$ cat config.mk
export PLATFORM = sky130hd
export DESIGN_NAME = motor_cmd_tx
export DESIGN_NICKNAME = d
export VERILOG_FILES = /design/src/rtl/motor_cmd_tx.sv
export SDC_FILE = /design/constraint.sdc
export NUM_CORES = 1
export LEC_CHECK = 0
export ABC_AREA = 1
export ABC_CLOCK_PERIOD_IN_PS = 1500
export CAP_MARGIN = 40
export CORE_UTILIZATION = 52
export CTS_BUF_LIST = sky130_fd_sc_hd__clkbuf_4 sky130_fd_sc_hd__clkbuf_8 sky130_fd_sc_hd__clkbuf_16
export DETAILED_ROUTE_END_ITERATION = 16
export GPL_TIMING_DRIVEN = 0
export PLACE_DENSITY = 0.78
export SYNTH_ARGS = -nofsm -noshare
export SYNTH_HDL_FRONTEND = slang
export SYNTH_SLANG_ARGS = --single-unit
$ cat constraint.sdc
create_clock -name clk_in -period 1.5 [get_ports clk_in]
set_input_delay 0.15 -clock clk_in [delete_from_list [all_inputs] [get_ports clk_in]]
set_output_delay 0.15 -clock clk_in [all_outputs]
set_load 0.01 [all_outputs]
$ cat src/rtl/motor_cmd_tx.sv
// rtl/motor_cmd_tx.sv - RC car motor command framer: SYNC, M1, M2, CHECKSUM byte frames with gap
module motor_cmd_tx #(
    parameter int         HOLD_CYCLES = 10,
    parameter int         GAP_CYCLES  = 10,
    parameter logic [7:0] SYNC_BYTE   = 8'h80
) (
    input  logic       clk_in,
    input  logic       rst_n_in,
    input  logic       cmd_valid_in,
    output logic       cmd_ready_out,
    input  logic       m1_dir_in,
    input  logic [7:0] m1_speed_in,
    input  logic       m2_dir_in,
    input  logic [7:0] m2_speed_in,
    output logic [7:0] byte_out,
    output logic       byte_strobe_out,
    output logic       frame_done_out
);

    // The hold counter must cover the longer of the byte hold and the gap.
    localparam int CNT_MAX = (HOLD_CYCLES > GAP_CYCLES) ? HOLD_CYCLES : GAP_CYCLES;
    localparam int CW      = $clog2(CNT_MAX + 1);

    // The counter counts down to zero and is reloaded on every state change,
    // so it never wraps.
    localparam logic [CW-1:0] HOLD_LOAD = CW'(HOLD_CYCLES - 1);
    localparam logic [CW-1:0] GAP_LOAD  = (GAP_CYCLES > 0) ? CW'(GAP_CYCLES - 1) : '0;
    localparam logic [CW-1:0] CNT_ONE   = CW'(1);

    typedef enum logic [2:0] {
        ST_IDLE,
        ST_HDR,
        ST_M1,
        ST_M2,
        ST_CS,
        ST_GAP
    } state_t;

    state_t        state;
    logic [CW-1:0] hold_cnt;
    logic [7:0]    p1_q;
    logic [7:0]    p2_q;
    logic [7:0]    cs_q;

    logic [7:0]    p1_in;
    logic [7:0]    p2_in;
    logic          transfer;
    logic          last_cycle;
    logic          unused_speed_lsbs;

    // Payload bytes keep MSB=0 so SYNC_BYTE (MSB=1) stays unique on the bus;
    // speed is truncated to its top six bits.
    assign p1_in      = {1'b0, m1_dir_in, m1_speed_in[7:2]};
    assign p2_in      = {1'b0, m2_dir_in, m2_speed_in[7:2]};
    assign transfer   = cmd_valid_in & cmd_ready_out;
    assign last_cycle = (hold_cnt == '0);

    // The two speed LSBs are dropped by the truncation.
    assign unused_speed_lsbs = ^{m1_speed_in[1:0], m2_speed_in[1:0]};

    // Frame sequencer: all outputs are registered and change with the state.
    always_ff @(posedge clk_in or negedge rst_n_in) begin
        if (!rst_n_in) begin
            state           <= ST_IDLE;
            hold_cnt        <= '0;
            byte_out        <= SYNC_BYTE;
            byte_strobe_out <= 1'b0;
            frame_done_out  <= 1'b0;
            cmd_ready_out   <= 1'b0;
            p1_q            <= 8'h00;
            p2_q            <= 8'h00;
            cs_q            <= 8'h00;
        end else begin
            byte_strobe_out <= 1'b0;
            frame_done_out  <= 1'b0;
            case (state)
                ST_IDLE: begin
                    byte_out <= SYNC_BYTE;
                    if (transfer) begin
                        // Latch the whole command; inputs are free to change afterwards.
                        p1_q            <= p1_in;
                        p2_q            <= p2_in;
                        cs_q            <= p1_in ^ p2_in;
                        state           <= ST_HDR;
                        hold_cnt        <= HOLD_LOAD;
                        byte_strobe_out <= 1'b1;
                        cmd_ready_out   <= 1'b0;
                    end else begin
                        cmd_ready_out <= 1'b1;
                    end
                end
                ST_HDR: begin
                    if (last_cycle) begin
                        state           <= ST_M1;
                        byte_out        <= p1_q;
                        byte_strobe_out <= 1'b1;
                        hold_cnt        <= HOLD_LOAD;
                    end else begin
                        hold_cnt <= hold_cnt - CNT_ONE;
                    end
                end
                ST_M1: begin
                    if (last_cycle) begin
                        state           <= ST_M2;
                        byte_out        <= p2_q;
                        byte_strobe_out <= 1'b1;
                        hold_cnt        <= HOLD_LOAD;
                    end else begin
                        hold_cnt <= hold_cnt - CNT_ONE;
                    end
                end
                ST_M2: begin
                    if (last_cycle) begin
                        state           <= ST_CS;
                        byte_out        <= cs_q;
                        byte_strobe_out <= 1'b1;
                        hold_cnt        <= HOLD_LOAD;
                        // A one-cycle checksum byte is also its own last cycle.
                        frame_done_out  <= (HOLD_CYCLES == 1);
                    end else begin
                        hold_cnt <= hold_cnt - CNT_ONE;
                    end
                end
                ST_CS: begin
                    if (last_cycle) begin
                        byte_out <= SYNC_BYTE;
                        if (GAP_CYCLES == 0) begin
                            state         <= ST_IDLE;
                            cmd_ready_out <= 1'b1;
                        end else begin
                            state    <= ST_GAP;
                            hold_cnt <= GAP_LOAD;
                        end
                    end else begin
                        hold_cnt       <= hold_cnt - CNT_ONE;
                        // Raise done so it coincides with the final checksum cycle.
                        frame_done_out <= (hold_cnt == CNT_ONE);
                    end
                end
                ST_GAP: begin
                    byte_out <= SYNC_BYTE;
                    if (last_cycle) begin
                        state         <= ST_IDLE;
                        cmd_ready_out <= 1'b1;
                    end else begin
                        hold_cnt <= hold_cnt - CNT_ONE;
                    end
                end
                default: begin
                    state         <= ST_IDLE;
                    byte_out      <= SYNC_BYTE;
                    cmd_ready_out <= 1'b0;
                    hold_cnt      <= '0;
                end
            endcase
        end
    end

endmodule
==> impl_metrics.ini <==
[timing]
timing.fmax_mhz = 707
slew_headroom_pct = 82.2
setup_viol = 0
finClkSkew_ns = 0.00664
min_period_ns = 1.42
hold_ws_ns = 0.153
timing.final.crit_share_pct = 94.3
tns_ns = 0
timing_hold_violations_final = 0
maxSlewViolCount = 0
tightest_slew_ns = 0.266

[clock_tree]
tritoncts = yes
clock-sinks = 39
numCtsBuffers = 5
h-tree-depth = 2
root_buffer = clkbuf_4
insertion_delay_ns = 0.34
clockBufferDepth = 2
clkTransAtPathRegs_ns = 0.12

[power]
vdd_ir_drop_max_uv = 1180
p_leak_uw = 0.00127
p_int_uw = 2770
switching_share_pct = 43.0
power_uw = 4850
p_per_area_nw_per_um2 = 2020
p_sw_uw = 2090
clkPwrFrac_pct = 14.4
seq_power_share_pct = 36.6
combPwrFrac_pct = 49.1

[floorplanning]
coreArea_sq_um = 3420
initial_utilization_pct = 55.8
num_io_pins = 32
die_w_um = 62.5
die_h_um = 62.5
rows = 21
fp.dieArea_sq_um = 3910

[logic_synthesis]
synthAdderAreaFrac_pct = 1.97
yosys.area_share.simple_pct = 37.6
seq_area_frac_synth_pct = 51.3
synth_top_family_by_area = simple AND/OR/NAND/NOR gates
synth_area_sq_um = 1910
synthCells = 243
synth_xor_area_share_pct = 0.460
synth_compound_area_share_pct = 4.53
ys_warn_count = 0
synth.distinct_cells = 22
synthMuxAreaShare_pct = 0
synth_nets = 267
synth_seq_cells = 39
post_synth.cell_area_avg_sq_um = 7.84

[detailed_routing]
dr_total_vias = 1603
drtIter0Drc = 77
vias_per_cell = 4.86
routedWlPerCell_um = 11.4
wl_mm = 3.76
drcViolationCount = 0
dr.pass1.iters = 4
ant_nets = 0

[worst_setup_path]
crit_path_end_kind = flip-flop
required_ns = 1.74
worstSetupPathType = flip-flop to flip-flop
start_kind = flip-flop
crit_fanout = 10
reg2reg_from = state[2]
setup.worst_path.start = state[2]
worstPathArrival_ns = 1.65

[placement]
io_buffers = 27
dp_hpwl_mm = 2.70
placed_area_sq_um = 2250
dp_cells = 317
place_congestion = 0.891

[global_route]
grt_antenna_before_repair = 0
grt_pass1_wl_mm = 6.68
grt_max_degree = 35
grt.total_usage_pct = 21.6
grt_overflow = 0
first_global_vias = 1530

[min_path]
hold_class = input pin to asynchronous set/reset pin

[final_layout]
area_growth_pct = 26.1
stdcell_count = 330
drive_gt1_share_pct = 14.1
diodes = 0
postLayoutCellArea_sq_um = 2400
nets = 307

[job]
cap_violations = 0

[run_status]
run_status = finished clean
## final timing paths
| kind | endpoint | slack, ns | cells after the start |
|---|---|---|---|
| max | cs_q[4] | 0.08 | 9 |
| min | hold_cnt[1] | 0.15 | 2 |
| max reg2reg | cs_q[4] | 0.08 | 9 |
| min reg2reg | byte_out[2] | 0.48 | 2 |
| max in group asynchronous | byte_out[7] | 0.86 | 3 |
| min in group clk_in | cs_q[1] | 0.38 | 2 |
## layout by cell type, fill, tap and decap left out
cell,n
nor2_4,6
clkinv_4,1
nand2_2,1
nand3_1,16
dfrtp_1,36
clkbuf_4,5
inv_1,5
o21a_1,1
o21ai_0,6
buf_2,2
nor2_1,4
nand3b_1,1
xor2_1,1
clkdlybuf4s50_1,25
inv_2,7
ha_1,3
dlygate4sd2_1,1
clkinv_2,1
o21ai_4,1
inv_4,1
nand2_4,3
nor3_1,1
buf_6,2
dlygate4sd3_1,1
dfrtp_2,2
dfstp_2,1
nand2_1,135
buf_4,4
o21ai_1,8
bufinv_16,1
buf_12,1
nor2_8,1
## state kept, by name, summed over array words and instances (netlist names)
signal / flops
p1_q: 7
byte_strobe_out: 1
hold_cnt: 4
cmd_ready_out: 1
state: 3
cs_q: 7
byte_out: 8
p2_q: 7
frame_done_out: 1
## synthesized netlist by cell type
master,number,share of area (%)
nor2_2,3,0.99
nand2_1,136,27
dfrtp_1,38,50
dfstp_2,1,1.4
buf_6,2,1.2
ha_1,3,2.0
inv_2,5,0.99
nand2_4,3,1.8
inv_1,7,1.4
nor3_1,1,0.26
nand3_1,16,4.2
o21a_1,1,0.39
o21ai_0,6,1.6
o21ai_1,8,2.1
buf_2,1,0.26
nor2_1,5,0.99
nand3b_1,1,0.39
nor2_8,1,1.1
o21ai_2,1,0.46
nor2_4,2,1.2
inv_4,1,0.33
xor2_1,1,0.46
## cell type report
cell class	instances	area [sq um]
clock buffers	5	37.5
flip-flops and latches	39	980
well taps	46	57.6
plain buffers	3	27.5
multi-input cells	188	882
fillers	283	1010
repair buffers	33	324
inverters	13	51.3
clock inverters	3	43.8
## power by group through the flow
| stage | combinational [uW] | sequential, uW | clock (uW) |
|---|---|---|---|
| 2_1_floorplan | 1590 | 1770 | 0 |
| 3_3_place_gp | 2150 | 1770 | 0 |
| 3_5_place_dp | 2210 | 1780 | 0 |
| 4_1_cts | 2240 | 1770 | 712 |
| 5_1_grt | 2720 | 1840 | 758 |
| 6_report | 2380 | 1770 | 697 |
## per-stage QoR
step                      worst slack, ns  utilization (%)
after floorplan                     0.147                -
after global placement             -0.636             65.4
after detailed placement          -0.0215             65.8
after CTS                         0.00576             68.8
after global routing             -0.00872             70.4
final                              0.0848             70.4
## logic make-up (layout without fill, tap and decap cells)
family | count (synthesis) | after routing
adder cells (fa/ha/maj) | 3 | 3
flip-flops | 39 | 39
XOR/XNOR | 1 | 1
AO/OA/AOI/OAI | 16 | 16
AND/OR/NAND/NOR | 168 | 168
buffers and inverters | 16 | 57
## worst max-delay path, stage by stage (launching register included)
cell,delay (ns)
dfrtp_2,0.47
inv_2,0.14
nand2_4,0.10
nor2_8,0.14
inv_2,0.07
buf_6,0.14
nand2_1,0.06
nand2_1,0.05
nand2_1,0.06
o21ai_1,0.06
## timing repair
| item | 4_1_cts | 5_1_grt |
|---|---|---|
| setup endpoints to repair | 8 | 18 |
| hold buffers | 1 | 0 |
| pin swaps | 1 | 2 |
| hold endpoints to repair | 38 | 0 |
| setup buffers | 1 | 3 |
| resized for setup | 2 | 10 |
## per-layer routing
metal,part of all wire [%],track usage (%),routed length [um],vias to the layer above
met2,47,34.1,1750,40
met5,0,0,0,-
met1,49,30.6,1850,718
li1,-,-,-,841
met4,0.61,5.81,23,0
met3,3.5,4.01,133,4
Power figures use the tool's default switching activity.
